`src/rtl/gcd_pkg.sv`:
```
// Shared definitions for the GCD/LCM sequencer: default operand width,
// controller state encoding and the divider iteration count.
package gcd_pkg;

  // Default operand / GCD width.
  localparam int GCD_WIDTH = 11;

  // One quotient bit per cycle over the full-width product.
  localparam int DIV_CYCLES = 2 * GCD_WIDTH;

  // Controller states.
  typedef enum logic [2:0] {
    IDLE,
    LOAD,
    WAIT,
    DIV,
    DONE
  } state_t;

  // Divider iteration count for an arbitrary operand width.
  function automatic int div_cycles(input int w);
    return 2 * w;
  endfunction

endpackage

```
`src/rtl/lcm_seq_div.sv`:
```
// Sequential restoring divider: divides a 2*WIDTH-bit dividend by a
// WIDTH-bit divisor, producing one quotient bit per cycle, MSB first.
// 'done' is high during the final iteration and 'quotient' then already
// carries the complete result, so the caller can capture it on that edge.
module lcm_seq_div
  import gcd_pkg::*;
#(
  parameter int WIDTH = GCD_WIDTH
) (
  input  logic                 clock,
  input  logic                 reset,
  input  logic                 start,
  input  logic [2*WIDTH-1:0]   dividend,
  input  logic [WIDTH-1:0]     divisor,
  output logic [2*WIDTH-1:0]   quotient,
  output logic                 busy,
  output logic                 done
);

  localparam int STEPS = div_cycles(WIDTH);
  localparam int CW    = $clog2(STEPS + 1);

  // q_reg starts as the dividend; quotient bits shift in from the right
  // while dividend bits shift out of the top into the remainder.
  logic [2*WIDTH-1:0] q_reg, q_next;
  logic [WIDTH:0]     r_reg, r_next;
  logic [CW-1:0]      cnt_reg, cnt_next;
  logic               busy_reg, busy_next;

  logic [WIDTH:0]     r_shift;
  logic [WIDTH:0]     r_diff;
  logic               take;

  // One restoring step: shift in the next dividend bit, trial-subtract.
  always_comb begin
    r_shift = {r_reg[WIDTH-1:0], q_reg[2*WIDTH-1]};
    r_diff  = r_shift - {1'b0, divisor};
    // r_reg[WIDTH] is the overflow bit of the shifted remainder; it is
    // always 0 when the remainder is kept below the divisor.
    take    = r_reg[WIDTH] | (r_shift >= {1'b0, divisor});
  end

  // Next-state for the iteration registers.
  always_comb begin
    q_next    = q_reg;
    r_next    = r_reg;
    cnt_next  = cnt_reg;
    busy_next = busy_reg;
    if (start) begin
      q_next    = dividend;
      r_next    = '0;
      cnt_next  = CW'(STEPS);
      busy_next = 1'b1;
    end else if (busy_reg) begin
      q_next   = {q_reg[2*WIDTH-2:0], take};
      r_next   = take ? r_diff : r_shift;
      cnt_next = cnt_reg - CW'(1);
      if (cnt_reg == CW'(1)) begin
        busy_next = 1'b0;
      end
    end
  end

  // Iteration state registers.
  always_ff @(posedge clock or posedge reset) begin
    if (reset) begin
      q_reg    <= '0;
      r_reg    <= '0;
      cnt_reg  <= '0;
      busy_reg <= 1'b0;
    end else begin
      q_reg    <= q_next;
      r_reg    <= r_next;
      cnt_reg  <= cnt_next;
      busy_reg <= busy_next;
    end
  end

  assign quotient = {q_reg[2*WIDTH-2:0], take};
  assign busy     = busy_reg;
  assign done     = busy_reg && (cnt_reg == CW'(1));

endmodule

```
`src/rtl/gcd_lcm_sequencer.sv`:
```
// Initiator-side controller for a subtractive GCD core. Accepts operand
// pairs, loads the core, waits for a nonzero Y, then derives
// LCM = A*B/GCD with a sequential divider and returns {gcd, lcm, err}.
// Optional build macro: GCDSEQ_TIMEOUT_EN aborts WAIT after
// TIMEOUT_CYCLES cycles with err=1.
module gcd_lcm_sequencer
  import gcd_pkg::*;
#(
  parameter int WIDTH          = GCD_WIDTH,
  parameter int TIMEOUT_CYCLES = 4095
) (
  input  logic                 clock,
  input  logic                 reset,
  input  logic                 in_valid,
  output logic                 in_ready,
  input  logic [WIDTH-1:0]     in_a,
  input  logic [WIDTH-1:0]     in_b,
  output logic                 gcd_load,
  output logic [WIDTH-1:0]     gcd_a,
  output logic [WIDTH-1:0]     gcd_b,
  input  logic [WIDTH-1:0]     gcd_y,
  output logic                 out_valid,
  input  logic                 out_ready,
  output logic [WIDTH-1:0]     out_gcd,
  output logic [2*WIDTH-1:0]   out_lcm,
  output logic                 out_err
);

  localparam int PW = 2 * WIDTH;

  state_t           state_reg, state_next;
  logic [WIDTH-1:0] gcd_a_reg, gcd_a_next;
  logic [WIDTH-1:0] gcd_b_reg, gcd_b_next;
  logic [WIDTH-1:0] gcd_reg, gcd_next;
  logic [PW-1:0]    lcm_reg, lcm_next;
  logic             err_reg, err_next;

  logic [PW-1:0]    product;
  logic             div_start;
  logic             div_busy;
  logic             div_done;
  logic [PW-1:0]    div_quotient;

  logic             a_zero, b_zero, y_done;

`ifdef GCDSEQ_TIMEOUT_EN
  localparam int TCW = $clog2(TIMEOUT_CYCLES + 1);
  logic [TCW-1:0]   wait_cnt_reg, wait_cnt_next;
`endif

  assign product = PW'(gcd_a_reg) * PW'(gcd_b_reg);
  assign a_zero  = (gcd_a_reg == '0);
  assign b_zero  = (gcd_b_reg == '0);
  assign y_done  = (gcd_y != '0);

  lcm_seq_div #(
    .WIDTH (WIDTH)
  ) u_div (
    .clock    (clock),
    .reset    (reset),
    .start    (div_start),
    .dividend (product),
    .divisor  (gcd_reg),
    .quotient (div_quotient),
    .busy     (div_busy),
    .done     (div_done)
  );

  // Next-state and result-register update for the controller FSM.
  always_comb begin
    state_next = state_reg;
    gcd_a_next = gcd_a_reg;
    gcd_b_next = gcd_b_reg;
    gcd_next   = gcd_reg;
    lcm_next   = lcm_reg;
    err_next   = err_reg;
    div_start  = 1'b0;
`ifdef GCDSEQ_TIMEOUT_EN
    wait_cnt_next = wait_cnt_reg;
`endif
    case (state_reg)
      IDLE: begin
        if (in_valid) begin
          gcd_a_next = in_a;
          gcd_b_next = in_b;
          if ((in_a == '0) && (in_b == '0)) begin
            // GCD(0,0) is undefined: report an error without using the core.
            gcd_next   = '0;
            lcm_next   = '0;
            err_next   = 1'b1;
            state_next = DONE;
          end else begin
            state_next = LOAD;
          end
        end
      end
      LOAD: begin
`ifdef GCDSEQ_TIMEOUT_EN
        wait_cnt_next = '0;
`endif
        state_next = WAIT;
      end
      WAIT: begin
        // gcd_y was cleared by the core on the LOAD edge, so any nonzero
        // value seen here belongs to the current operand pair.
        if (y_done) begin
          gcd_next = gcd_y;
          err_next = 1'b0;
          if (a_zero || b_zero) begin
            lcm_next   = '0;
            state_next = DONE;
          end else if (!div_busy) begin
            div_start  = 1'b1;
            state_next = DIV;
          end
        end
`ifdef GCDSEQ_TIMEOUT_EN
        else if (wait_cnt_reg == TCW'(TIMEOUT_CYCLES)) begin
          gcd_next   = '0;
          lcm_next   = '0;
          err_next   = 1'b1;
          state_next = DONE;
        end else begin
          wait_cnt_next = wait_cnt_reg + TCW'(1);
        end
`endif
      end
      DIV: begin
        if (div_done) begin
          lcm_next   = div_quotient;
          state_next = DONE;
        end
      end
      DONE: begin
        if (out_ready) begin
          state_next = IDLE;
        end
      end
      default: begin
        state_next = IDLE;
      end
    endcase
  end

  // State, operand and result registers.
  always_ff @(posedge clock or posedge reset) begin
    if (reset) begin
      state_reg <= IDLE;
      gcd_a_reg <= '0;
      gcd_b_reg <= '0;
      gcd_reg   <= '0;
      lcm_reg   <= '0;
      err_reg   <= 1'b0;
    end else begin
      state_reg <= state_next;
      gcd_a_reg <= gcd_a_next;
      gcd_b_reg <= gcd_b_next;
      gcd_reg   <= gcd_next;
      lcm_reg   <= lcm_next;
      err_reg   <= err_next;
    end
  end

`ifdef GCDSEQ_TIMEOUT_EN
  // WAIT-cycle counter for the timeout abort.
  always_ff @(posedge clock or posedge reset) begin
    if (reset) begin
      wait_cnt_reg <= '0;
    end else begin
      wait_cnt_reg <= wait_cnt_next;
    end
  end
`endif

  assign in_ready  = (state_reg == IDLE);
  assign gcd_load  = (state_reg == LOAD);
  assign out_valid = (state_reg == DONE);
  assign gcd_a     = gcd_a_reg;
  assign gcd_b     = gcd_b_reg;
  assign out_gcd   = gcd_reg;
  assign out_lcm   = lcm_reg;
  assign out_err   = err_reg;

endmodule
```
`config.mk`:
```
export PLATFORM = sky130hd
export DESIGN_NAME = gcd_lcm_sequencer
export DESIGN_NICKNAME = d
export VERILOG_FILES = /design/src/rtl/gcd_pkg.sv /design/src/rtl/lcm_seq_div.sv /design/src/rtl/gcd_lcm_sequencer.sv
export SDC_FILE = /design/constraint.sdc
export NUM_CORES = 1
export LEC_CHECK = 0
export BUFFER_PORTS_ARGS = -buffer_cell sky130_fd_sc_hd__buf_2
export CAP_MARGIN = 20
export CORE_UTILIZATION = 62
export CTS_CLUSTER_DIAMETER = 120
export DETAILED_ROUTE_END_ITERATION = 10
export PLACE_DENSITY = 0.89
export SLEW_MARGIN = 20
export SYNTH_ARGS = -nofsm -noshare
export SYNTH_HDL_FRONTEND = slang
export SYNTH_SLANG_ARGS = --single-unit
```
`constraint.sdc`:
```
create_clock -name clock -period 8.9 [get_ports clock]
set_input_delay 1.78 -clock clock [delete_from_list [all_inputs] [get_ports clock]]
set_output_delay 1.78 -clock clock [all_outputs]
set_load 0.02 [all_outputs]
```
==> impl_metrics.json, run 1 <==
{
  "crit_path_start_kind": "flip-flop",
  "cp_cell_sequence": "nand2_1, fa_1, fa_1, inv_1, fa_1, fa_1, inv_1, fa_1, inv_1, ha_1, a21oi_1, nand2_1, o2111ai_1, o21ai_1, o221ai_1, mux2i_1, o311ai_0",
  "clk_pin_slew_ns": 0.08,
  "die-area_sq_mm": 0.0150,
  "antenna_found_initial": 0,
  "crit_slowest_cell": "dfrtp_1",
  "first_global_vias": 7372,
  "area_growth_pct": 8.36,
  "outcome": "completed",
  "ys_seq_area_frac": 0.275,
  "ant_nets": 0,
  "critical-path-max-stage-delay_ns": 0.66,
  "clk_latency_ns": 0.36,
  "first_pass_iters": 5,
  "ys_ff_latch": 99,
  "async_flop_share": 1.00,
  "fin_hold_ws_ns": 0.485,
  "rsz0062_at_grt": "no",
  "vias_per_cell": 5.89,
  "synth_top_flop_cell": "dfrtp_1",
  "root_buffer": "clkbuf_16",
  "grt_max_degree": 70,
  "vias": 7180,
  "yosys-top-cells-area": "dfrtp_1, fa_1, ha_1, nand2_1, inv_1",
  "grt_pass1_wl_um": 34900,
  "synth_nets": 1167,
  "slew_viol_final": 0,
  "worst_slack_ns": 3.51,
  "diodes": 0,
  "ys_types": 64,
  "clock.fmax_mhz": 185,
  "yosys.area.top_type": "dfrtp_1",
  "synthCells": 976,
  "setup_viol": 0,
  "overflow": 0,
  "gp_congestion": 0.899,
  "rows": 43,
  "hp-class": "reg2reg",
  "cts_buffer_depth": 2,
  "io_pins": 96,
  "die_w_um": 122,
  "synth_area_per_cell_sq_um": 9.22,
  "synth-edff-count": 0,
  "pre_cts_ws_ns": 3.61,
  "wirelength_um": 20900,
  "coreArea_sq_mm": 0.0140,
  "setup_tns_ns": 0,
  "holdBufCountCts": 0,
  "dp_hpwl_um": 15700,
  "synth_top_area_frac": 0.275,
  "die_h_um": 122,
  "wire_per_inst_um": 17.1,
  "fin_nets": 1226,
  "maxCapViolCount": 0,
  "slew_headroom": 0.333,
  "post_cts_buffers": 0,
  "portBuffers": 95,
  "drc": 0,
  "critPathMaxFanout": 14,
  "drive_above_1_share": 0.150,
  "skew_ns": 0.00923,
  "synth.most_common_cell": "nand2_1",
  "cts_tree": "yes",
  "grtUsageTotal": 0.300,
  "hold_violations": 0,
  "critPathCaptureType": "flip-flop",
  "synth_area_sq_mm": 0.00900,
  "finalCriticalPeriod_ns": 5.39,
  "tightest_slew_ns": 1.00,
  "critPathMostFrequentCell": "fa_1",
  "cp_data_required_time_ns": 9.12,
  "cp.arrival_ns": 5.61,
  "synth_warnings": 0,
  "drtIter0Drc": 583,
  "htreeDepth": 3,
  "cts_num_sinks": 99,
  "yosys-top-cells-count": "nand2_1, inv_1, dfrtp_1, fa_1, ha_1",
  "min_period_over_period": 0.606,
  "cts_made_buffers": 9,
  "critPathKind": "reg2reg",
  "ctsResizeCount": 0,
  "start_util": 0.641
}
==> cell usage in the layout (no fill, tap or decap), drive strengths merged, types with 9 or more instances in the layout <==
master,synthesis,routed
o21ai,65,65
a22o,12,12
nor4,13,13
mux2i,13,13
and2,72,72
ha,73,73
xor2,10,10
nor3,10,10
fa,81,81
nand2,138,138
inv,129,131
dfrtp,99,99
o21a,9,9
xnor2,11,11
and3,9,9
mux2,22,22
a21oi,40,40
nor2,25,25
buf,12,100
clkbuf,40,10
nand3,19,19
==> routing by layer <==
metal / global-route usage / vias up / wire [um]
met5: 0 / - / 0
met4: 0.127 / 0 / 608
met3: 0.0502 / 59 / 1200
met2: 0.496 / 280 / 10500
met1: 0.389 / 3514 / 8630
li1: - / 3327 / -
==> worst paths after layout <==
path | startpoint | to | slack [ns] | depth (start not counted)
setup / recovery | gcd_a[5] | u_div.q_reg[21] | 3.51 | 17
hold / removal | out_lcm[2] | out_lcm[2] | 0.49 | 2
setup reg to reg | gcd_a[5] | u_div.q_reg[21] | 3.51 | 17
hold reg to reg | out_lcm[2] | out_lcm[2] | 0.49 | 2
max in group asynchronous | reset | gcd_b[3] | 6.28 | 3
min in group asynchronous | reset | out_lcm[11] | 1.40 | 2
==> cells by family after synthesis <==
family / count (synthesis) / synth area share
muxes: 35 / 0.0420
and+or+nand+nor: 314 / 0.173
adders and majority gates: 154 / 0.282
AOI/OAI and AO/OA: 172 / 0.123
buffers and inverters: 181 / 0.0848
xor gates and xnor gates: 21 / 0.0204
DFF: 99 / 0.275
==> through the flow <==
step,std cells,utilization,area [sq um]
CTS,1220,0.694,9750
global placement,1204,0.674,9460
floorplan,976,-,9000
global route,1220,0.694,9750
finish,1220,0.694,9750
detailed placement,1204,0.674,9460
==> worst max-delay path, delay by kind of cell, from the launching register on <==
kind	cells	cell delay, ns
fa+ha+maj	6	2.92
compound gates	5	1.09
flops	1	0.66
simple gates	2	0.22
mux	1	0.20
buf+inv	3	0.17
==> cell type report <==
class,instances,area (sq um)
timing repair buffer,100,513
clock buffer,10,229
sequential,99,2480
tap,180,225
inverter,129,487
fill,1088,4290
multi-input combinational,696,5760
clock inverter,6,60.1
Power of run 1 is not shown: default switching activity piles up to over one toggle a cycle in this logic, so the estimate is an artifact.
==> inputs of run 2 (changes only) <==
- CORE_UTILIZATION: 62 -> 55
- PLACE_DENSITY: 0.89 -> 0.83
- clock period: 8.9 -> 4.5 ns (I/O delays scaled with it)
==> impl_metrics.json, run 2 (synthesized netlist as in run 1, its figures left out) <==
{
  "reg2reg_from": "gcd_b[2]",
  "worst_slack_ns": -0.511,
  "min_period_over_period": 1.11,
  "cts_buffer_depth": 2,
  "wire_per_inst_um": 20.5,
  "critPathKind": "reg2reg",
  "crit_end": "u_div.q_reg[15]",
  "grt_pass1_wl_um": 41600,
  "crit_slowest_cell": "fa_2",
  "violations": "setup timing",
  "hold_violations": 0,
  "rsz0062_at_grt": "yes",
  "hold_depth": 2,
  "final_util": 0.726,
  "startpoint": "gcd_b[2]",
  "critical-path-max-stage-delay_ns": 0.60,
  "skew_ns": 0.00867,
  "layout_commonest_cell": "nand2_1",
  "die_h_um": 130,
  "die_w_um": 130,
  "setup_viol": 14,
  "htreeDepth": 3,
  "critPathMostFrequentCell": "fa_1",
  "placed_area_sq_mm": 0.0102,
  "portBuffers": 95,
  "slew_viol_final": 0,
  "cp.arrival_ns": 5.20,
  "die-area_sq_mm": 0.0169,
  "hp-class": "reg2reg",
  "overflow": 0,
  "timing.rr.end": "u_div.q_reg[15]",
  "multi_input_area_sq_mm": 0.00635,
  "ant_nets": 0,
  "finalNonFillerCells": 1390,
  "dp.cells": 1317,
  "grtUsageTotal": 0.324,
  "io_pins": 96,
  "finalCriticalPeriod_ns": 5.01,
  "clk_pin_slew_ns": 0.07,
  "diodes": 0,
  "cp_cell_sequence": "buf_4, nand2_4, fa_2, fa_1, fa_1, inv_2, fa_1, inv_1, fa_1, inv_2, ha_4, a21oi_4, nand2_2, o2111ai_4, buf_4, a21oi_2, or3_1, nand3_1, a22oi_1",
  "slew_headroom": 0.368,
  "antenna_found_initial": 0,
  "critPathCaptureType": "flip-flop",
  "clock.fmax_mhz": 200,
  "cp_data_required_time_ns": 4.69,
  "tightest_slew_ns": 0.947,
  "first_pass_iters": 5,
  "clk_latency_ns": 0.36,
  "vias": 8353,
  "final_cell_mix": "nand2_1, inv_1, buf_4, buf_2, dfrtp_1",
  "holdBufCountCts": 0,
  "cts_tree": "yes",
  "start_util": 0.565,
  "maxCapViolCount": 0,
  "crit_buf_inv": 5,
  "cts_num_sinks": 99,
  "drc": 0,
  "drtIter0Drc": 732,
  "regArea_sq_mm": 0.00250,
  "outcome": "finished with violations",
  "gp_congestion": 0.901,
  "critPathMaxFanout": 6,
  "vias_per_cell": 6.01,
  "coreArea_sq_mm": 0.0159,
  "postLayoutCellArea_sq_mm": 0.0116,
  "cp_top_family": "adder cells",
  "fin_nets": 1361,
  "fillers": 971,
  "first_global_vias": 8260,
  "root_buffer": "clkbuf_16",
  "crit_cells": 19,
  "rows": 46,
  "crit_path_start_kind": "flip-flop",
  "reg2reg_slack_ns": -0.51,
  "r2r.worst_path.cells": 19,
  "drive_above_1_share": 0.348,
  "cts_made_buffers": 9,
  "grt_max_degree": 46,
  "dp_hpwl_um": 17200,
  "wirelength_um": 28600,
  "area_growth_pct": 28.6
}
==> run 2: cell types whose count changed in the layout (fill, tap and decap cells not counted), sizes merged <==
cell      previous run  this run
buf                100       235
clkinvlp             2         0
bufinv               0         1
==> run 2: routing by layer <==
metal	vias to the layer above	routed length, um	global-route usage
li1	3616	-	-
met1	3974	10500	0.395
met2	588	13700	0.545
met3	175	2590	0.0664
met4	0	1730	0.171
met5	-	0	0
==> run 2: metrics by stage <==
step	hold slack (ns)	setup TNS, ns	worst slack [ns]
finish	0.483	-4.16	-0.511
global route	0.501	-5.34	-0.591
CTS	0.486	-2.05	-0.306
detailed placement	0.473	-3.93	-0.429
global placement	0.456	-2.56	-0.328
floorplan	0.444	-1.58	-0.284
==> run 2: final cells by class <==
type                            count  area share
Timing Repair Buffer              235       0.144
Inverter                          129      0.0420
Multi-Input combinational cell    696       0.549
Clock inverter                      5     0.00530
Sequential cell                    99       0.216
Clock buffer                       10      0.0206
Tap cell                          216      0.0233
==> run 2: worst min path at each step <==
| stage | start | to | slack, ns |
|---|---|---|---|
| global placement | u_div.cnt_reg[4] | u_div.cnt_reg[4] | 0.46 |
| finish | out_lcm[0] | out_lcm[0] | 0.48 |
| detailed placement | out_lcm[0] | out_lcm[0] | 0.47 |
| global route | u_div.cnt_reg[4] | u_div.cnt_reg[4] | 0.50 |
| CTS | u_div.cnt_reg[4] | u_div.cnt_reg[4] | 0.49 |
| floorplan | u_div.cnt_reg[4] | u_div.cnt_reg[4] | 0.44 |
==> run 2: timing repair <==
| item | in CTS | in global routing |
|---|---|---|
| endpoints found under the setup margin | 14 | 14 |
| pin swaps | 57 | 42 |
| gates resized for setup | 102 | 63 |
| setup buffers | 47 | 20 |
| gates cloned | 0 | 0 |
==> run 2: worst min-delay path, stage by stage (launching register included) <==
cell and delay, ns:
dfrtp_1 0.34, nand2_1 0.05, o21ai_1 0.06
Power of run 2 is left out for the same reason.
